[src/rtl/pipeline_hazard_controller_if.sv]
// -----------------------------------------------------------------------------
// pipeline_hazard_controller_if
//
// Bundles the hazard-detection inputs and the latch/PC control outputs of the
// pipeline hazard controller.
//
//   master : hazard sources (drives hazard inputs, observes controls)
//   slave  : the hazard controller itself
//
// Hazard inputs : mem_req, dcache_ready, icache_ready, load_use_hazard,
//                 id_redirect, ex_redirect, halt_id, halt_wb
// Controls      : stall_{ifid,idex,exmem,memwb}, flush_{ifid,idex,exmem,memwb},
//                 pc_write_en, pc_src[1:0], halted
// Counters      : stall_cycles, flush_events, dmiss_events (CNT_WIDTH each)
// -----------------------------------------------------------------------------
interface pipeline_hazard_controller_if #(
  parameter int CNT_WIDTH = 16
);
  logic                 mem_req;
  logic                 dcache_ready;
  logic                 icache_ready;
  logic                 load_use_hazard;
  logic                 id_redirect;
  logic                 ex_redirect;
  logic                 halt_id;
  logic                 halt_wb;

  logic                 stall_ifid;
  logic                 stall_idex;
  logic                 stall_exmem;
  logic                 stall_memwb;
  logic                 flush_ifid;
  logic                 flush_idex;
  logic                 flush_exmem;
  logic                 flush_memwb;
  logic                 pc_write_en;
  logic [1:0]           pc_src;
  logic                 halted;
  logic [CNT_WIDTH-1:0] stall_cycles;
  logic [CNT_WIDTH-1:0] flush_events;
  logic [CNT_WIDTH-1:0] dmiss_events;

  modport master (
    output mem_req, dcache_ready, icache_ready, load_use_hazard,
           id_redirect, ex_redirect, halt_id, halt_wb,
    input  stall_ifid, stall_idex, stall_exmem, stall_memwb,
           flush_ifid, flush_idex, flush_exmem, flush_memwb,
           pc_write_en, pc_src, halted,
           stall_cycles, flush_events, dmiss_events
  );

  modport slave (
    input  mem_req, dcache_ready, icache_ready, load_use_hazard,
           id_redirect, ex_redirect, halt_id, halt_wb,
    output stall_ifid, stall_idex, stall_exmem, stall_memwb,
           flush_ifid, flush_idex, flush_exmem, flush_memwb,
           pc_write_en, pc_src, halted,
           stall_cycles, flush_events, dmiss_events
  );
endinterface

[src/rtl/pipeline_hazard_controller.sv]
// -----------------------------------------------------------------------------
// pipeline_hazard_controller
//
// Central stall/flush sequencer for the cached 5-stage pipeline. Resolves
// data/instruction cache waits, load-use hazards, ID jumps, EX mispredicts and
// halt draining by fixed priority, and keeps saturating performance counters.
//
// Ports:
//   clk      : clock
//   reset_n  : synchronous, active-low reset
//   hz       : slave side of pipeline_hazard_controller_if (hazard inputs,
//              latch stall/flush controls, PC control, halted, counters)
//
// All latch/PC controls are combinational from the registered mode/discard
// state and the current hazard inputs; state and counters update at posedge.
// -----------------------------------------------------------------------------
module pipeline_hazard_controller #(
  parameter int CNT_WIDTH = 16
) (
  input  logic                          clk,
  input  logic                          reset_n,
  pipeline_hazard_controller_if.slave   hz
);

  typedef enum logic [1:0] {
    MODE_RUN    = 2'd0,
    MODE_DRAIN  = 2'd1,
    MODE_HALTED = 2'd2
  } mode_e;

  localparam logic [1:0] PC_SEQ = 2'b00;
  localparam logic [1:0] PC_ID  = 2'b01;
  localparam logic [1:0] PC_EX  = 2'b10;

  mode_e                mode_q, mode_d;
  logic                 discard_q, discard_d;
  logic                 mem_wait_q;
  logic [CNT_WIDTH-1:0] stall_cnt_q, flush_cnt_q, dmiss_cnt_q;

  logic       mem_busy;
  logic       stall_ifid, stall_idex, stall_exmem, stall_memwb;
  logic       flush_ifid, flush_idex, flush_exmem, flush_memwb;
  logic       pc_write_en;
  logic [1:0] pc_src;
  logic       halted;
  logic       redirect_fired;   // rule 2 or rule 4 fired this cycle

  assign mem_busy = hz.mem_req & ~hz.dcache_ready;

  function automatic logic [CNT_WIDTH-1:0] sat_inc(input logic [CNT_WIDTH-1:0] v);
    return (&v) ? v : v + CNT_WIDTH'(1);
  endfunction

  // NOTE: every signal written here gets a default first so no path leaves it
  // unassigned; otherwise synthesis infers a latch.
  always_comb begin
    stall_ifid     = 1'b0;
    stall_idex     = 1'b0;
    stall_exmem    = 1'b0;
    stall_memwb    = 1'b0;
    flush_ifid     = 1'b0;
    flush_idex     = 1'b0;
    flush_exmem    = 1'b0;
    flush_memwb    = 1'b0;
    pc_write_en    = 1'b0;
    pc_src         = PC_SEQ;
    halted         = 1'b0;
    redirect_fired = 1'b0;
    mode_d         = mode_q;
    discard_d      = discard_q;

    if (!reset_n) begin
      // Controls stay quiet while reset is held; state is cleared at the edge.
    end else if (mode_q == MODE_HALTED) begin
      stall_ifid  = 1'b1;
      stall_idex  = 1'b1;
      stall_exmem = 1'b1;
      stall_memwb = 1'b1;
      halted      = 1'b1;
    end else begin
      if (mem_busy) begin
        // Redirects and halt_id are ignored: EX and ID re-present them once
        // the memory stage frees up.
        stall_ifid  = 1'b1;
        stall_idex  = 1'b1;
        stall_exmem = 1'b1;
        flush_memwb = 1'b1;
      end else if (hz.ex_redirect) begin
        flush_ifid     = 1'b1;
        flush_idex     = 1'b1;
        pc_src         = PC_EX;
        pc_write_en    = 1'b1;
        redirect_fired = 1'b1;
        if (!hz.icache_ready) discard_d = 1'b1;
        // A halt seen in ID behind a mispredict was wrong-path.
        if (mode_q == MODE_DRAIN) mode_d = MODE_RUN;
      end else if (hz.load_use_hazard) begin
        stall_ifid = 1'b1;
        flush_idex = 1'b1;
      end else begin
        if (hz.id_redirect && (mode_q == MODE_RUN)) begin
          flush_ifid     = 1'b1;
          pc_src         = PC_ID;
          pc_write_en    = 1'b1;
          redirect_fired = 1'b1;
          if (!hz.icache_ready) discard_d = 1'b1;
        end else if ((mode_q == MODE_DRAIN) || !hz.icache_ready || discard_q) begin
          // Bubble IF/ID; a returning wrong-path fetch is dropped here, which
          // costs exactly one cycle when icache_ready comes back.
          flush_ifid = 1'b1;
          if (hz.icache_ready) discard_d = 1'b0;
        end else begin
          pc_write_en = 1'b1;
        end

        if ((mode_q == MODE_RUN) && hz.halt_id) begin
          mode_d     = MODE_DRAIN;
          flush_ifid = 1'b1;
        end
      end

      if (hz.halt_wb) mode_d = MODE_HALTED;
    end
  end

  // NOTE: reset is sampled only on the clock edge (synchronous); the
  // combinational block above additionally forces the outputs low meanwhile.
  // NOTE: sequential state uses non-blocking assignments so every register
  // samples pre-edge values regardless of statement order.
  always_ff @(posedge clk) begin
    if (!reset_n) begin
      mode_q      <= MODE_RUN;
      discard_q   <= 1'b0;
      mem_wait_q  <= 1'b0;
      stall_cnt_q <= '0;
      flush_cnt_q <= '0;
      dmiss_cnt_q <= '0;
    end else begin
      mode_q     <= mode_d;
      discard_q  <= discard_d;
      mem_wait_q <= mem_busy;
      if ((mode_q != MODE_HALTED) && !pc_write_en) stall_cnt_q <= sat_inc(stall_cnt_q);
      if (redirect_fired)                          flush_cnt_q <= sat_inc(flush_cnt_q);
      // Only the first cycle of a multi-cycle miss counts.
      if (mem_busy && !mem_wait_q)                 dmiss_cnt_q <= sat_inc(dmiss_cnt_q);
    end
  end

  assign hz.stall_ifid   = stall_ifid;
  assign hz.stall_idex   = stall_idex;
  assign hz.stall_exmem  = stall_exmem;
  assign hz.stall_memwb  = stall_memwb;
  assign hz.flush_ifid   = flush_ifid;
  assign hz.flush_idex   = flush_idex;
  assign hz.flush_exmem  = flush_exmem;
  assign hz.flush_memwb  = flush_memwb;
  assign hz.pc_write_en  = pc_write_en;
  assign hz.pc_src       = pc_src;
  assign hz.halted       = halted;
  assign hz.stall_cycles = stall_cnt_q;
  assign hz.flush_events = flush_cnt_q;
  assign hz.dmiss_events = dmiss_cnt_q;

endmodule

[src/flat_wrapper.sv]
// flat-port wrapper written by rule: the top's interface ports become plain ports
module pipeline_hazard_controller_flat 
#(
  parameter int CNT_WIDTH = 16
)
  (clk, reset_n, hz_mem_req, hz_dcache_ready, hz_icache_ready, hz_load_use_hazard, hz_id_redirect, hz_ex_redirect, hz_halt_id, hz_halt_wb, hz_stall_ifid, hz_stall_idex, hz_stall_exmem, hz_stall_memwb, hz_flush_ifid, hz_flush_idex, hz_flush_exmem, hz_flush_memwb, hz_pc_write_en, hz_pc_src, hz_halted, hz_stall_cycles, hz_flush_events, hz_dmiss_events);
  pipeline_hazard_controller_if #(.CNT_WIDTH(CNT_WIDTH)) hz_i ();
  input  logic clk;
  input  logic reset_n;
  input wire logic [$bits(hz_i.mem_req)-1:0] hz_mem_req;
  input wire logic [$bits(hz_i.dcache_ready)-1:0] hz_dcache_ready;
  input wire logic [$bits(hz_i.icache_ready)-1:0] hz_icache_ready;
  input wire logic [$bits(hz_i.load_use_hazard)-1:0] hz_load_use_hazard;
  input wire logic [$bits(hz_i.id_redirect)-1:0] hz_id_redirect;
  input wire logic [$bits(hz_i.ex_redirect)-1:0] hz_ex_redirect;
  input wire logic [$bits(hz_i.halt_id)-1:0] hz_halt_id;
  input wire logic [$bits(hz_i.halt_wb)-1:0] hz_halt_wb;
  output wire logic [$bits(hz_i.stall_ifid)-1:0] hz_stall_ifid;
  output wire logic [$bits(hz_i.stall_idex)-1:0] hz_stall_idex;
  output wire logic [$bits(hz_i.stall_exmem)-1:0] hz_stall_exmem;
  output wire logic [$bits(hz_i.stall_memwb)-1:0] hz_stall_memwb;
  output wire logic [$bits(hz_i.flush_ifid)-1:0] hz_flush_ifid;
  output wire logic [$bits(hz_i.flush_idex)-1:0] hz_flush_idex;
  output wire logic [$bits(hz_i.flush_exmem)-1:0] hz_flush_exmem;
  output wire logic [$bits(hz_i.flush_memwb)-1:0] hz_flush_memwb;
  output wire logic [$bits(hz_i.pc_write_en)-1:0] hz_pc_write_en;
  output wire logic [$bits(hz_i.pc_src)-1:0] hz_pc_src;
  output wire logic [$bits(hz_i.halted)-1:0] hz_halted;
  output wire logic [$bits(hz_i.stall_cycles)-1:0] hz_stall_cycles;
  output wire logic [$bits(hz_i.flush_events)-1:0] hz_flush_events;
  output wire logic [$bits(hz_i.dmiss_events)-1:0] hz_dmiss_events;
  assign hz_i.mem_req = hz_mem_req;
  assign hz_i.dcache_ready = hz_dcache_ready;
  assign hz_i.icache_ready = hz_icache_ready;
  assign hz_i.load_use_hazard = hz_load_use_hazard;
  assign hz_i.id_redirect = hz_id_redirect;
  assign hz_i.ex_redirect = hz_ex_redirect;
  assign hz_i.halt_id = hz_halt_id;
  assign hz_i.halt_wb = hz_halt_wb;
  assign hz_stall_ifid = hz_i.stall_ifid;
  assign hz_stall_idex = hz_i.stall_idex;
  assign hz_stall_exmem = hz_i.stall_exmem;
  assign hz_stall_memwb = hz_i.stall_memwb;
  assign hz_flush_ifid = hz_i.flush_ifid;
  assign hz_flush_idex = hz_i.flush_idex;
  assign hz_flush_exmem = hz_i.flush_exmem;
  assign hz_flush_memwb = hz_i.flush_memwb;
  assign hz_pc_write_en = hz_i.pc_write_en;
  assign hz_pc_src = hz_i.pc_src;
  assign hz_halted = hz_i.halted;
  assign hz_stall_cycles = hz_i.stall_cycles;
  assign hz_flush_events = hz_i.flush_events;
  assign hz_dmiss_events = hz_i.dmiss_events;
  pipeline_hazard_controller #(.CNT_WIDTH(CNT_WIDTH)) u_core (.clk(clk), .reset_n(reset_n), .hz(hz_i));
endmodule
[config.mk]
export PLATFORM = sky130hd
export DESIGN_NAME = pipeline_hazard_controller_flat
export DESIGN_NICKNAME = d
export VERILOG_FILES = /design/src/rtl/pipeline_hazard_controller_if.sv /design/src/rtl/pipeline_hazard_controller.sv /design/src/flat_wrapper.sv
export SDC_FILE = /design/constraint.sdc
export NUM_CORES = 1
export LEC_CHECK = 0
export BUFFER_PORTS_ARGS = -buffer_cell sky130_fd_sc_hd__buf_4
export CORE_ASPECT_RATIO = 0.8
export CORE_UTILIZATION = 39
export DETAILED_ROUTE_END_ITERATION = 6
export SKIP_LAST_GASP = 1
export SLEW_MARGIN = 20
export SYNTH_ARGS = -nofsm -noshare
export SYNTH_HDL_FRONTEND = slang
export SYNTH_SLANG_ARGS = --single-unit
export TNS_END_PERCENT = 10
[constraint.sdc]
create_clock -name clk -period 4.5 [get_ports clk]
set_input_delay 0.9 -clock clk [delete_from_list [all_inputs] [get_ports clk]]
set_output_delay 0.9 -clock clk [all_outputs]
set_load 0.05 [all_outputs]
==> reports/results.ini <==
[outcome]
status=finished clean

[power]
power_frac_seq_pct=54.5
vdd_drop_max_v=0.000103
power.density_nw_per_um2=263
p_leak_uw=0.00127
internal_power_uw=632
p_comb_share_pct=14.4
switchingPower_uw=246
clkPwrFrac_pct=31.1
p_total_uw=878
switching_share_pct=28.1

[cts]
cts_max_level=2
cts_tree=yes
insertion_delay_ns=0.30
clk_path_buf_depth=2
numClockSinks=52
hold_buffers=0
root_buffer=clkbuf_8
cts-resized-gates=0
cts-buffers-inserted=5
path_clk_slew_ns=0.09
cts_setup_buffers=0

[die]
start_util_pct=41.5
die_h_um=76.6
core_um2=6540
fp-row-count=26
io_pins=70
die_x_um=95.2
die-area_um2=7290

[drt]
dr_total_vias=2626
drcViolationCount=0
ant_nets=0
dr.pass1.iters=4
dr.first_iter.drc_count=114
wl_per_cell_um=14.1
routed_wl_um=6750
via_per_inst=5.51

[logic_synthesis]
synth_area_leader_cell=dfxtp_1
synth_top_area_share_pct=38.4
syn_nets=345
syn_area_per_cell_um2=8.17
synth_edf_count=0
synth_common_cells=52 x dfxtp_1, 36 x nor2_1, 34 x nand2_1
netlist_area_um2=2710
postSynthCellCount=332
ys_ff_latch=52
ys_seq_area_share_pct=38.4
synthArstFlopShare_pct=0
synth_most_common_cell=dfxtp_1
synthTopCellsByArea=dfxtp_1 38%, a21oi_1 5.2%, nor2_1 5.0%
synthFlopType=dfxtp_1
ys_warn_count=0
synth_cell_type_count=49

[worst_setup_path]
start_kind=primary input
end_kind=output pin
worst-setup-path-type=primary input to output pin
arrival_ns=2.08
critPathRequiredTime_ns=3.60
cp_max_fo=45

[timing]
tns_ns=0
setup_violations=0
fin_worst_skew_ns=0.00569
maxSlewViolCount=0
tightest_slew_ns=0.820
setup_slack_ns=1.52
post-route-min-period_ns=2.98
rsz0062_at_grt=no
timing.fmax_mhz=335
finalCritPeriodShare_pct=66.3
slew_headroom_pct=44.9
final-hold-violation-count=0

[grt]
grt_max_degree=46
antenna_found_initial=0
grt_use_met1_pct=29.1
grt_use_met3_pct=3.39
grt_use_met2_pct=26.4
grt_pass1_vias=2258
busiest_layer=met1
grt-ovfl-total=0
grt_pass1_wl_um=11000
grt.total_usage_pct=18.9

[placed_design]
place_worst_setup_slack_ns=1.50
routabilityCongestion=0.869
dp_hpwl_um=4860
io_buffers=68

[finish]
fillers=641
ff_latch_area_um2=1040
multi_input_area_um2=1540
fin_nets=405
drive_gt1_share_pct=20.9
syn_to_final_growth_pct=23.0
post-route-util_pct=51.0
antenna_cells=0

[worst_hold_path]
hp-class=register to register

[job]
cap_violations=0

[worst max-delay path, cell delays in order]
cell and delay (ns):
buf_4 0.20, inv_2 0.60, nor2_1 0.14, buf_4 0.23
[layout make-up]
cell class / count / share of cell area, %
inverters: 11 / 1.24
flip-flops and latches: 52 / 31.2
multi-input cells: 253 / 46.2
repair buffers: 69 / 15.5
clock buffers: 8 / 2.70
well taps: 84 / 3.15
[sequential cells by signal (all words and copies together) (netlist names)]
name and cells:
u_core.discard_q 1, u_core.hz.dmiss_events 16, u_core.hz.flush_events 16, u_core.hz.stall_cycles 16, u_core.mem_wait_q 1, u_core.mode_q 2
[path summary, 6_finish.rpt]
check	start	endpoint	slack [ns]	depth (start not counted)
worst max register to register	u_core.mode_q[1]	u_core.hz.flush_events[11]	2.15	5
worst max-delay path	reset_n	hz_stall_memwb	1.52	4
worst min register to register	u_core.hz.stall_cycles[11]	u_core.hz.stall_cycles[11]	0.51	2
worst min-delay path	u_core.hz.stall_cycles[11]	u_core.hz.stall_cycles[11]	0.51	2
[routing by layer]
metal	vias up	part of all wire (%)
met2	58	43
met3	5	4.6
li1	1327	-
met1	1236	52
met5	-	0
met4	0	0.76
[power by group through the flow]
stage,clock network [µW],registers (µW),logic [µW]
2_1_floorplan,0,503,76.7
3_3_place_gp,0,489,126
3_5_place_dp,0,489,126
4_1_cts,286,478,127
5_1_grt,306,480,136
6_report,273,478,126
[stage by stage]
| stage | area, µm² | hold WS, ns | cells |
|---|---|---|---|
| 2_1_floorplan | 2710 | 0.501 | 332 |
| 3_3_place_gp | 3250 | 0.488 | 469 |
| 3_5_place_dp | 3250 | 0.493 | 469 |
| 4_1_cts | 3340 | 0.508 | 477 |
| 5_1_grt | 3340 | 0.540 | 477 |
| 6_report | 3340 | 0.508 | 477 |
[cell usage in the layout (no fill, tap or decap), drive strengths merged, types with 5 or more instances in the layout]
master / count
nor3: 7
or3: 11
inv: 11
dfxtp: 52
buf: 69
o31ai: 8
clkbuf: 8
nand2b: 5
xnor2: 11
or4: 7
nor4: 5
nand4: 10
and4: 5
mux2i: 8
nand3: 18
a21oi: 28
nor2: 36
o21ai: 14
nand2: 34
[kinds of logic after synthesis]
group | after synthesis | share of synthesized area [%]
buffers and inverters | 27 | 4.84
and+or+nand+nor | 151 | 29.3
other | 1 | 0.138
AOI/OAI and AO/OA | 75 | 18.1
adders and majority gates | 3 | 1.38
xor gates and xnor gates | 15 | 4.84
muxes | 8 | 2.95
DFF | 52 | 38.4
Note: power is estimated with default switching activity, not from simulation.
